$ cat config.mk
export PLATFORM = sky130hd
export DESIGN_NAME = prog_loader
export DESIGN_NICKNAME = d
export VERILOG_FILES = /design/src/rtl/prog_loader.sv
export SDC_FILE = /design/constraint.sdc
export NUM_CORES = 1
export LEC_CHECK = 0
export ABC_CLOCK_PERIOD_IN_PS = 3200
export CAP_MARGIN = 30
export CORE_UTILIZATION = 30
export DETAILED_ROUTE_END_ITERATION = 8
export SLEW_MARGIN = 40
export SYNTH_ARGS = -nofsm -noshare
export SYNTH_HDL_FRONTEND = slang
export SYNTH_SLANG_ARGS = --single-unit
$ cat constraint.sdc
create_clock -name clk -period 3.2 [get_ports clk]
set_clock_uncertainty 0.15 [all_clocks]
set_input_delay 0.64 -clock clk [delete_from_list [all_inputs] [get_ports clk]]
set_output_delay 0.64 -clock clk [all_outputs]
set_load 0.02 [all_outputs]
$ cat src/rtl/prog_loader.sv
// Byte-stream program loader. Receives a framed stream (16-bit word count,
// then little-endian 32-bit words), writes each word into the CPU top's
// external memory-load port, and holds the CPU in reset until the load ends.
module prog_loader #(
    parameter logic [31:0] BASE_ADDR = 32'h0000_0000,
    parameter int          MAX_WORDS = 64
) (
    input  logic        clk,
    input  logic        reset,
    input  logic        start,
    input  logic [7:0]  rx_data,
    input  logic        rx_valid,
    output logic        rx_ready,
    output logic        Ext_MemWrite,
    output logic [31:0] Ext_DataAdr,
    output logic [31:0] Ext_WriteData,
    output logic        cpu_reset,
    output logic        busy,
    output logic        done,
    output logic        err
);

    typedef enum logic [2:0] {
        S_IDLE  = 3'd0,
        S_LEN0  = 3'd1,
        S_LEN1  = 3'd2,
        S_DATA  = 3'd3,
        S_WRITE = 3'd4,
        S_DONE  = 3'd5,
        S_ERROR = 3'd6
    } state_t;

    localparam logic [15:0] MAX_N = 16'(MAX_WORDS);

    state_t      r_state;
    state_t      w_next;
    logic [15:0] r_len;
    logic [15:0] r_idx;
    logic [1:0]  r_bcnt;
    logic [23:0] r_shift;
    logic [31:0] r_adr;
    logic [31:0] r_wdata;
    logic        r_rx_ready;
    logic        r_mem_write;
    logic        r_cpu_reset;
    logic        r_busy;
    logic        r_done;
    logic        r_err;

    logic        w_accept;
    logic [15:0] w_len_full;
    logic [15:0] w_idx_inc;
    logic [31:0] w_word;

    // A byte moves only when the registered ready meets valid.
    assign w_accept   = rx_valid & r_rx_ready;
    assign w_len_full = {rx_data, r_len[7:0]};
    assign w_idx_inc  = r_idx + 16'd1;
    assign w_word     = {rx_data, r_shift};

    // State register.
    always_ff @(posedge clk or negedge reset) begin
        if (!reset) begin
            r_state <= S_IDLE;
        end else begin
            r_state <= w_next;
        end
    end

    // Next-state decode; start is only honoured outside the busy states.
    always_comb begin
        w_next = r_state;
        case (r_state)
            S_IDLE: begin
                if (start) w_next = S_LEN0;
                else       w_next = S_IDLE;
            end
            S_LEN0: begin
                if (w_accept) w_next = S_LEN1;
                else          w_next = S_LEN0;
            end
            S_LEN1: begin
                if (!w_accept)                w_next = S_LEN1;
                else if (w_len_full == 16'd0) w_next = S_DONE;
                else if (w_len_full > MAX_N)  w_next = S_ERROR;
                else                          w_next = S_DATA;
            end
            S_DATA: begin
                if (w_accept && (r_bcnt == 2'd3)) w_next = S_WRITE;
                else                              w_next = S_DATA;
            end
            S_WRITE: begin
                if (w_idx_inc == r_len) w_next = S_DONE;
                else                    w_next = S_DATA;
            end
            S_DONE, S_ERROR: begin
                if (start) w_next = S_LEN0;
                else       w_next = r_state;
            end
            default: w_next = S_IDLE;
        endcase
    end

    // Length capture, word assembly, write address/data and word index.
    always_ff @(posedge clk or negedge reset) begin
        if (!reset) begin
            r_len   <= 16'd0;
            r_idx   <= 16'd0;
            r_bcnt  <= 2'd0;
            r_shift <= 24'd0;
            r_adr   <= 32'd0;
            r_wdata <= 32'd0;
        end else begin
            case (r_state)
                S_IDLE, S_DONE, S_ERROR: begin
                    if (start) begin
                        r_idx  <= 16'd0;
                        r_bcnt <= 2'd0;
                    end
                end
                S_LEN0: begin
                    if (w_accept) r_len[7:0] <= rx_data;
                end
                S_LEN1: begin
                    if (w_accept) r_len[15:8] <= rx_data;
                end
                S_DATA: begin
                    if (w_accept) begin
                        r_bcnt  <= r_bcnt + 2'd1;
                        r_shift <= {rx_data, r_shift[23:8]};
                        if (r_bcnt == 2'd3) begin
                            // Address wraps modulo 2^32 by construction.
                            r_adr   <= BASE_ADDR + {14'd0, r_idx, 2'b00};
                            r_wdata <= w_word;
                        end
                    end
                end
                S_WRITE: begin
                    r_idx <= w_idx_inc;
                end
                default: begin
                    r_idx <= r_idx;
                end
            endcase
        end
    end

    // Status outputs are registered from the next state so they line up
    // with the state they describe.
    always_ff @(posedge clk or negedge reset) begin
        if (!reset) begin
            r_rx_ready  <= 1'b0;
            r_mem_write <= 1'b0;
            r_cpu_reset <= 1'b1;
            r_busy      <= 1'b0;
            r_done      <= 1'b0;
            r_err       <= 1'b0;
        end else begin
            r_rx_ready  <= (w_next == S_LEN0) || (w_next == S_LEN1) || (w_next == S_DATA);
            r_mem_write <= (w_next == S_WRITE);
            r_cpu_reset <= (w_next != S_DONE);
            r_busy      <= (w_next == S_LEN0) || (w_next == S_LEN1) ||
                           (w_next == S_DATA) || (w_next == S_WRITE);
            r_done      <= (w_next == S_DONE);
            r_err       <= (w_next == S_ERROR);
        end
    end

    assign rx_ready      = r_rx_ready;
    assign Ext_MemWrite  = r_mem_write;
    assign Ext_DataAdr   = r_adr;
    assign Ext_WriteData = r_wdata;
    assign cpu_reset     = r_cpu_reset;
    assign busy          = r_busy;
    assign done          = r_done;
    assign err           = r_err;

endmodule

### Yosys cells after proc, flatten, opt, wreduce, memory -nomap -nowiden

Cells that the tools add are included.

* output and inout bits: 70
* register bits: 115
* logic and storage cells: 65

* eq/ne operators: 17
* reductions and logical operators: 16
* muxes and demuxes: 14
* bitwise operators: 1
* $lt $le $gt $ge: 1
* add/sub/neg operators: 2

Operators by type and width (count)
* $pmux 16 s2: 1
* $eq 3x3->1 const B: 6
* $mux 3: 6
* $pmux 3 s6: 1
* $add 16x1->16 const B: 1
* $eq 16x16->1: 1
* $gt 16x7->1 const B: 1
* $logic_not 16->1: 1
* $mux 16: 1
* $eq 3x2->1 const B: 4
* $reduce_and 2->1: 4
* $eq 3x1->1 const B: 2
* $mux 2: 3
* $reduce_and 3->1: 2
* $ne 2x2->1 const B: 2
* $pmux 2 s2: 1
* $reduce_bool 2->1: 2
* $logic_not 3->1: 1
* $logic_or 1x1->1: 3
* $ne 3x3->1 const B: 1
* $reduce_or 3->1: 1
* $add 2x1->2 const B: 1
* $eq 2x2->1 const B: 1
* $reduce_or 2->1: 1
* 3 further kinds: 3

### Longest topological paths before layout

* depth after elaboration: 9
* gate-level depth with buffers: 9
* depth with buffers taken out: 7

### Worst setup path before layout

Ideal clock, no wire load.

* path kind: flip-flop to flip-flop
* start: register r_idx[0]
* end: register r_busy (netlist: busy)
* cell stages (with the launch flop): 8
* slack: 0.908 ns
* library setup time: 0.138 ns
* data required time: 2.912 ns
* data arrival time: 2.003 ns
* path through: dfrtp_1 > ha_1 > nand3_1 > nor4_1 > xnor2_1 > nand4_1 > nor4_4 > o21ai_1

* word-level cells in the longest chain between the ends: 8
* elaborated cells between the ends (all ways): 11

RTL lines
* start, declared: RTL line 38 `logic [15:0] r_idx;`
* start signal, assigned: RTL line 139 `r_idx <= w_idx_inc;`
* start signal, assigned: RTL line 142 `r_idx <= r_idx;`
* $add 16x1->16 *: RTL line 58 `assign w_idx_inc = r_idx + 16'd1;`
* $eq 16x16->1 *: RTL line 93 `if (w_idx_inc == r_len) w_next = S_DONE;`
* $mux 3 *: RTL line 93
* $pmux 3 s6 *: RTL line 73 `case (r_state)`
* $eq 3x1->1 / $eq 3x2->1 (equally long branches): RTL line 162 `r_busy <= (w_next == S_LEN0) || (w_next == S_LEN1) ||`
* $logic_or 1x1->1 (2 in series): RTL line 162
* $logic_or 1x1->1 *: RTL line 163 `(w_next == S_DATA) || (w_next == S_WRITE);`
* end signal, assigned: RTL line 162
* end, declared: RTL line 46 `logic r_busy;`

Every way passes the cells marked *; elsewhere a longest branch is shown, timed or not.
A chain may end at the register's enable or synchronous reset.

### Final worst setup path

Same ends and word-level chain as after synthesis.

==> impl_metrics.py <==
metrics = {
    "logic_synthesis": {
        "syn_avg_cell_area_um2": 11.85,
        "synthCells": 457,
        "synth-seq-cells": 115,
        "synthArstFlopShare": 1.000,
        "synth_compound_area_frac": 0.09660,
        "syn-cell-area_um2": 5414,
        "synth.largest_area_cell": "dfrtp_1",
        "yosys.area_share.simple": 0.1105,
        "synthMuxAreaShare": 0.1768,
        "synthAdderAreaFrac": 0.004622,
        "synth_most_common_cell": "dfrtp_1",
        "synth_top_area_share": 0.5269,
        "ys_warn_count": 0,
        "synth_cell_type_count": 59,
        "synth.yosys.seq_area_share": 0.5318,
        "synth_commonest_cells": "dfrtp_1, mux2_2, o21ai_0",
        "netlist_top_cells_area": "dfrtp_1, mux2_2, o21ai_0",
        "synth_edf_count": 0,
        "synthXorXnorAreaFrac": 0.02750,
        "ys.flop_type": "dfrtp_1",
        "synth_top_family_by_area": "multiplexers",
    },
    "route": {
        "dr.pass1.iters": 4,
        "viasPerCell": 5.026,
        "drc": 0,
        "drt_iter0_markers": 216,
        "detail-route-antenna-nets": 0,
        "via_count": 3825,
        "drt_wl_total_mm": 12.51,
        "wl_per_cell_um": 16.44,
    },
    "timing": {
        "rsz0062_at_grt": "false",
        "setup_viol": 0,
        "fin_crit_sh": 0.8571,
        "setup_tns_ns": 0,
        "hold_viol": 0,
        "hold_ws_ns": 0.09400,
        "worstMarginPinSlew_ns": 0.7304,
        "maxSlewViolCount": 0,
        "slew-limit-headroom": 0.5104,
        "fmax_ghz": 0.3646,
        "final.min_clock_period_ns": 2.743,
        "finalWorstSetupSlack_ns": 0.4574,
    },
    "global_route": {
        "grt_overflow": 0,
        "grt_max_degree": 52,
        "grt_pass1_vias": 3790,
        "grt_usage": 0.1466,
        "grt_pass1_wl_mm": 20.42,
        "antenna_found_initial": 0,
    },
    "place": {
        "placed_cells": 729,
        "pre_cts_ws_ns": 0.2732,
        "port_buffers": 65,
        "gp_congestion": 0.8991,
        "hpwl_mm": 8.739,
        "dpl_cell_area_um2": 6266,
    },
    "critical_path": {
        "r2r_start": "r_idx[0]",
        "crit_chain": "ha_1, nand3_1, nor4_1, xnor2_1, nand4_1, nor4_4, o21ai_1",
        "reg2reg_slack_ns": 0.46,
        "arrival_ns": 2.89,
        "required_ns": 3.35,
        "crit_type": "reg2reg",
        "crit_fanout": 8,
        "slowest_stage": "nor4_1",
        "r2r_cells": 7,
        "r2r-end": "busy",
        "worstSetupEndpointType": "register",
        "slowest_delay_ns": 0.57,
        "critPathLaunchType": "register",
    },
    "status": {
        "outcome": "finished clean",
    },
    "cts": {
        "cts_root_buf": "clkbuf_16",
        "path_clk_slew_ns": 0.06,
        "cts_buffer_depth": 2,
        "cts_resized": 0,
        "holdBufCountCts": 0,
        "clock-sinks": 115,
        "cts_setup_buffers": 0,
        "h-tree-depth": 4,
        "clock_latency_ns": 0.42,
        "cts_made_buffers": 17,
        "cts_tree": "yes",
    },
    "power": {
        "power.total_mw": 5.881,
        "ir_drop_mv": 0.4516,
        "leakage_nw": 2.988,
        "cellPowerDensity_nw_per_um2": 858.8,
    },
    "die": {
        "core_um2": 17480,
        "die_area_um2": 18590,
        "start_util": 0.3098,
        "fp.dieH_um": 136.3,
        "die_w_um": 136.3,
        "rows": 48,
        "io_pins": 82,
    },
    "finish": {
        "instances_no_fill": 761,
        "diodes": 0,
        "fin_util": 0.3918,
        "fillers": 1633,
        "drive_gt1_frac": 0.2687,
        "final_cell_area_um2": 6848,
        "fin_nets": 537,
        "syn_to_final_growth_pct": 26.48,
    },
    "flow_run": {
        "maxCapViolations": 0,
    },
    "min_path": {
        "hold_path.class": "in2async",
    },
}
-- final cells by class --
| cell class | instances | area, um2 | share of cell area |
|---|---|---|---|
| clock buffers | 18 | 439.2 | 0.06413 |
| inverters | 10 | 37.54 | 0.005481 |
| repair buffers | 75 | 748.2 | 0.1093 |
| well taps | 225 | 281.5 | 0.04111 |
| flip-flops and latches | 115 | 2879 | 0.4204 |
| multi-input cells | 304 | 2320 | 0.3388 |
| clock inverters | 14 | 142.6 | 0.02083 |
-- state kept, by name (all words and copies together) (netlist names) --
name	flops
Ext_DataAdr	16
Ext_MemWrite	1
Ext_WriteData	32
busy	1
cpu_reset	1
done	1
err	1
r_bcnt	2
r_idx	16
r_len	16
r_shift	24
r_state	3
rx_ready	1
-- placed cells by master, fill, tap and decap left out, types with 3 or more instances in the layout --
cell type,synthesis,routed
mux2_2,85,85
o21bai_1,3,3
nor3b_1,3,3
nand4_1,9,9
nor3_1,6,6
xor2_1,6,6
o21ai_0,31,31
nor2_1,19,18
a21oi_1,9,9
nor2b_1,3,3
nand2_1,18,18
o31ai_1,6,6
nand3_1,9,8
dfrtp_1,114,114
and4_1,3,3
nand2b_1,5,5
nand3_2,2,3
o211ai_1,3,3
nor4_1,7,7
xnor2_1,11,11
and3_1,3,3
buf_4,18,9
conb_1,1,16
o22ai_1,3,3
clkbuf_16,0,17
inv_6,0,6
inv_1,9,9
o21a_1,3,3
clkdlybuf4s50_1,0,64
o41ai_1,4,4
and2_1,3,3
-- logic make-up after synthesis --
logic type | Yosys count
compound gates | 81
xor+xnor | 17
fa+ha+maj | 2
buf+inv | 53
flops | 115
mux | 85
other cells | 1
simple gates | 103
-- worst max-delay path, delay by kind of cell (launching register included) --
kind	cells	cell delay (ns)
AND/OR/NAND/NOR	4	1.39
adder cells (fa/ha/maj)	1	0.28
AO/OA/AOI/OAI	1	0.12
flip-flops	1	0.49
XOR/XNOR	1	0.19
-- worst max-delay path by stage --
stage               start  endpoint  slack, ns  depth (start not counted)
4_1_cts          r_idx[0]      busy       0.45                          7
6_report         r_idx[0]      busy       0.46                          7
3_3_place_gp   rx_data[0]      busy       0.36                          7
5_1_grt          r_idx[0]      busy       0.21                          7
3_5_place_dp   rx_data[0]      done       0.27                          7
2_1_floorplan    r_idx[0]      busy       0.91                          7
-- power by group --
group | switching (mW) | leakage [nW] | total [mW] | internal [mW]
logic | 0.822 | 1.21 | 1.70 | 0.880
registers | 0.415 | 1.49 | 2.32 | 1.90
clock network | 0.751 | 0.283 | 1.86 | 1.11
total | 1.99 | 2.99 | 5.88 | 3.89
-- per-layer routing --
metal,global-route usage,routed length [um]
met2,0.2214,5744
met3,0.05220,808
met5,0,0
met4,0.05617,164
met1,0.1910,5791
Power figures use the tool's default switching activity.
